==> src/rtl/decoder.sv <==
// rtl/decoder.sv - registered 4-bit binary to 2-digit BCD converter
module decoder (
  input  logic       clk,
  input  logic       rst,
  input  logic [3:0] binary,
  output logic [5:0] bcd
);

  logic       tens;
  logic [3:0] ones;
  logic [5:0] next_bcd;

  // Compare-and-subtract: a 4-bit value holds at most one ten, so one
  // comparison against 10 fully decides both digits.
  always_comb begin
    tens     = 1'b0;
    ones     = binary;
    next_bcd = 6'b00_0000;
    if (binary >= 4'd10) begin
      tens = 1'b1;
      ones = binary - 4'd10;
    end
    next_bcd = {1'b0, tens, ones};
  end

  // Output register: the display side only ever sees flop outputs, and reset wins over conversion.
  always_ff @(posedge clk) begin
    if (rst) begin
      bcd <= 6'b00_0000;
    end else begin
      bcd <= next_bcd;
    end
  end

endmodule

==> config.mk <==
export PLATFORM = sky130hd
export DESIGN_NAME = decoder
export DESIGN_NICKNAME = d
export VERILOG_FILES = /design/src/rtl/decoder.sv
export SDC_FILE = /design/constraint.sdc
export NUM_CORES = 1
export LEC_CHECK = 0
export BUFFER_PORTS_ARGS = -buffer_cell sky130_fd_sc_hd__buf_2
export CAP_MARGIN = 25
export CORE_AREA = 4 4 41 43
export DETAILED_ROUTE_END_ITERATION = 10
export DIE_AREA = 0 0 45 47
export SYNTH_ARGS = -nofsm -noshare
export SYNTH_HDL_FRONTEND = slang
export SYNTH_SLANG_ARGS = --single-unit
==> constraint.sdc <==
create_clock -name clk -period 0.8 [get_ports clk]
set_input_delay 0.12 -clock clk [delete_from_list [all_inputs] [get_ports clk]]
set_output_delay 0.12 -clock clk [all_outputs]
set_load 0.01 [all_outputs]
==> flow_summary.html <==
<table>
<tr><th>Metric</th><th>Value</th></tr>
<tr><th colspan="2">Synthesis</th></tr>
<tr><td>Cell area after synthesis</td><td>203 sq um</td></tr>
<tr><td>Total of flip-flops plus latches after synthesis</td><td>5</td></tr>
<tr><td>Compound-Gate Fraction of Synth Area</td><td>14.2%</td></tr>
<tr><td>Share of synthesized cell area in and, or, nand and nor gates</td><td>21.0%</td></tr>
<tr><td>Fraction of the mapped netlist area in adder cells</td><td>6.17%</td></tr>
<tr><td>Cells taking the most area after synthesis</td><td>dfxtp_1 (49%), and2b_2 (8.6%), nor2b_4 (6.8%)</td></tr>
<tr><td>Synth Net Count</td><td>26</td></tr>
<tr><td>Unique cell type count in the Yosys netlist</td><td>13</td></tr>
<tr><td>Average size of a mapped cell</td><td>10.7 sq um</td></tr>
<tr><td>Synthesized netlist cell count</td><td>19</td></tr>
<tr><td>Number of warnings issued by yosys</td><td>0</td></tr>
<tr><td>Seq/Total Area, Yosys</td><td>49.4%</td></tr>
<tr><td>Cell taking the most area after synthesis</td><td>dfxtp_1</td></tr>
<tr><td>Portion of netlist area occupied by mux cells</td><td>0%</td></tr>
<tr><td>Parity-gate share of the synthesized area counting xor and xnor cells</td><td>0%</td></tr>
<tr><td>Dominant combinational cell family by area after synthesis</td><td>simple AND/OR/NAND/NOR gates</td></tr>
<tr><td>Share of Yosys cell area claimed by the top area cell type</td><td>49.4%</td></tr>
<tr><th colspan="2">Timing</th></tr>
<tr><td>Unrepaired setup endpoints after global routing</td><td>yes</td></tr>
<tr><td>Fraction of the cycle the final worst path needs</td><td>96.5%</td></tr>
<tr><td>Post-route worst setup slack</td><td>0.0283 ns</td></tr>
<tr><td>Final Max Tran Viols</td><td>0</td></tr>
<tr><td>Final setup violation count</td><td>0</td></tr>
<tr><td>Post-layout min period</td><td>0.772 ns</td></tr>
<tr><td>Final hold viol count</td><td>0</td></tr>
<tr><td>Setup_tns</td><td>0 ns</td></tr>
<tr><td>Fmax</td><td>1.30 GHz</td></tr>
<tr><th colspan="2">Routing</th></tr>
<tr><td>Count of antenna-violating nets left after detailed routing</td><td>0</td></tr>
<tr><td>Per-cell via count in the routed design</td><td>3.43</td></tr>
<tr><td>Via Count</td><td>168</td></tr>
<tr><td>Iteration-0 DRC Markers</td><td>0</td></tr>
<tr><td>Final WL</td><td>388 um</td></tr>
<tr><td>Router iterations before antenna repair</td><td>1</td></tr>
<tr><td>Remaining design rule violation count</td><td>0</td></tr>
<tr><td>Routed wire length per instance</td><td>7.92 um</td></tr>
<tr><th colspan="2">Finish</th></tr>
<tr><td>Leading cell type in the layout, fill and taps excluded</td><td>buf_2</td></tr>
<tr><td>Synthesis-to-finish area growth</td><td>50.6%</td></tr>
<tr><td>Register with the most flip-flops</td><td>bcd</td></tr>
<tr><td>Registers with the most flip-flops</td><td>bcd: 5 flops</td></tr>
<tr><td>Post-layout utilization of the core</td><td>23.5%</td></tr>
<tr><td>Most frequent cells in the layout</td><td>buf_2 (10), dfxtp_1 (5), clkbuf_4 (3)</td></tr>
<tr><td>Diode count</td><td>0</td></tr>
<tr><td>Total Nets Final</td><td>42</td></tr>
<tr><td>Share of cells above drive strength 1</td><td>52.9%</td></tr>
<tr><td>Layout fillers</td><td>158</td></tr>
<tr><td>Number of flip-flops in the largest register</td><td>5</td></tr>
<tr><th colspan="2">Pwr</th></tr>
<tr><td>Switch Pwr</td><td>0.000133 W</td></tr>
<tr><td>Switching share of power</td><td>21.1%</td></tr>
<tr><td>Clock Power Share</td><td>44.4%</td></tr>
<tr><td>Internal Pwr Total</td><td>0.000496 W</td></tr>
<tr><td>VDD IR-drop max</td><td>300 uV</td></tr>
<tr><td>Flop pwr share</td><td>42.5%</td></tr>
<tr><td>Power density of the placed cells</td><td>2060 nW/um^2</td></tr>
<tr><td>Static Leakage</td><td>0.160 nW</td></tr>
<tr><td>Proportion of power drawn by combinational gates</td><td>13.0%</td></tr>
<tr><th colspan="2">Floorplan</th></tr>
<tr><td>Io pins</td><td>12</td></tr>
<tr><td>DIE WIDTH</td><td>45 um</td></tr>
<tr><td>Number of placement rows</td><td>13</td></tr>
<tr><td>Height of the die</td><td>47 um</td></tr>
<tr><td>Initial Utilization</td><td>15.6%</td></tr>
<tr><td>Core Footprint</td><td>1300 sq um</td></tr>
<tr><td>Die area</td><td>2120 sq um</td></tr>
<tr><th colspan="2">Clock network</th></tr>
<tr><td>Post-CTS clock slew at the launch and capture registers of the worst setup and hold paths</td><td>0.04 ns</td></tr>
<tr><td>Buffer count from post-CTS setup fixing</td><td>0</td></tr>
<tr><td>Count of hold buffers inserted by post-cts repair</td><td>0</td></tr>
<tr><td>CTS H-tree lvls</td><td>1</td></tr>
<tr><td>TritonCTS clock tree</td><td>yes</td></tr>
<tr><td>Resized Gates After CTS</td><td>0</td></tr>
<tr><td>Maximum root-to-sink buffer count</td><td>2</td></tr>
<tr><td>Clk sinks</td><td>5</td></tr>
<tr><td>Number of buffers created by CTS</td><td>3</td></tr>
<tr><td>Clock Root Buffer</td><td>clkbuf_4</td></tr>
<tr><th colspan="2">Placement</th></tr>
<tr><td>Port buffer count</td><td>10</td></tr>
<tr><td>Post-placement worst setup slack</td><td>-0.0550 ns</td></tr>
<tr><td>HPWL reported at the end of detailed placement</td><td>334 um</td></tr>
<tr><td>Weighted congestion at the end of routability-driven global placement</td><td>0.688</td></tr>
<tr><th colspan="2">Worst setup path</th></tr>
<tr><td>Worst setup path category</td><td>register to primary output</td></tr>
<tr><td>WP data arrival</td><td>0.65 ns</td></tr>
<tr><td>Number of buffers and inverters on the critical path</td><td>1</td></tr>
<tr><td>Crit path max fanout</td><td>1</td></tr>
<tr><td>Slowest cell on crit path</td><td>dfxtp_1</td></tr>
<tr><td>Beginning of the critical path</td><td>bcd[1]$_SDFF_PP0_</td></tr>
<tr><td>CP required</td><td>0.68 ns</td></tr>
<tr><td>Critical path capture point type</td><td>primary output</td></tr>
<tr><td>Kind of cell with the highest combined delay on the critical path</td><td>flip-flops</td></tr>
<tr><td>Maximum cell stage delay along the critical path</td><td>0.30 ns</td></tr>
<tr><td>Kind of start point of the critical path</td><td>register</td></tr>
<tr><td>Critical-path cell list</td><td>buf_2</td></tr>
<tr><th colspan="2">Hold path</th></tr>
<tr><td>Worst min-delay path category</td><td>input pin to register</td></tr>
<tr><td>Hold Path Origin</td><td>binary[0]</td></tr>
<tr><th colspan="2">Global route</th></tr>
<tr><td>Vias in the first global route</td><td>154</td></tr>
<tr><td>GR Util All Layers</td><td>4.66%</td></tr>
<tr><td>Total grt overflow</td><td>0</td></tr>
<tr><td>First-pass GRT wire length</td><td>579 um</td></tr>
<tr><td>Largest net degree at the start of global routing</td><td>5</td></tr>
<tr><td>Initial antenna violation count</td><td>0</td></tr>
<tr><th colspan="2">Run status</th></tr>
<tr><td>Status</td><td>completed</td></tr>
<tr><th colspan="2">Run</th></tr>
<tr><td>Max-capacitance violation count</td><td>0</td></tr>
</table>
-- stage by stage --
step | cells | hold slack, ns | area (sq um) | power (W)
floorplan | 19 | 0.198 | 203 | 0.000313
global placement | 45 | 0.344 | 279 | 0.000353
detailed placement | 45 | 0.348 | 279 | 0.000355
CTS | 49 | 0.0945 | 305 | 0.000652
global route | 49 | 0.100 | 305 | 0.000685
finish | 49 | 0.106 | 305 | 0.000628
-- logic make-up after synthesis --
kind of cell / after synthesis
other: 1
AO/OA/AOI/OAI: 4
buffers and inverters: 3
flip-flops: 5
adder cells (fa/ha/maj): 1
AND/OR/NAND/NOR: 5
-- final timing paths --
| path | slack [ns] | endpoint | cells past startpoint |
|---|---|---|---|
| hold / removal | 0.11 | bcd[0]$_SDFF_PP0_ | 2 |
| setup / recovery | 0.03 | bcd[1] | 1 |
-- synth_stat cells (all sizes together) --
master and count:
dfxtp 5, a31o 1, nor2b 1, nor2 1, nor3b 1, ha 1, a21oi 1, inv 2
o21a 1, and2b 2, conb 1, buf 1, a211oi 1
-- final cells by class --
cell class | instances | area, sq um | share of cell area, %
sequential | 5 | 100 | 32.8
multi-input combinational | 11 | 87.6 | 28.7
timing repair buffer | 12 | 65.1 | 21.3
clock buffer | 4 | 26.3 | 8.61
tap | 15 | 18.8 | 6.15
inverter | 2 | 7.51 | 2.46
-- routing by layer --
| metal | GRT usage (%) | wire length (um) | vias up |
|---|---|---|---|
| li1 | - | - | 90 |
| met1 | 4.33 | 143 | 69 |
| met2 | 4.80 | 180 | 9 |
| met3 | 1.92 | 64 | 0 |
| met4 | 10.5 | 0 | 0 |
| met5 | 0 | 0 | - |
-- power groups by stage --
stage / clock network, W / registers [W] / logic [W]
final: 0.000279 / 0.000267 / 0.0000819
after global routing: 0.000325 / 0.000268 / 0.0000924
after CTS: 0.000300 / 0.000267 / 0.0000840
after detailed placement: 0 / 0.000272 / 0.0000835
after global placement: 0 / 0.000271 / 0.0000815
after floorplan: 0 / 0.000280 / 0.0000328
Note: power is estimated with default switching activity, not from simulation.
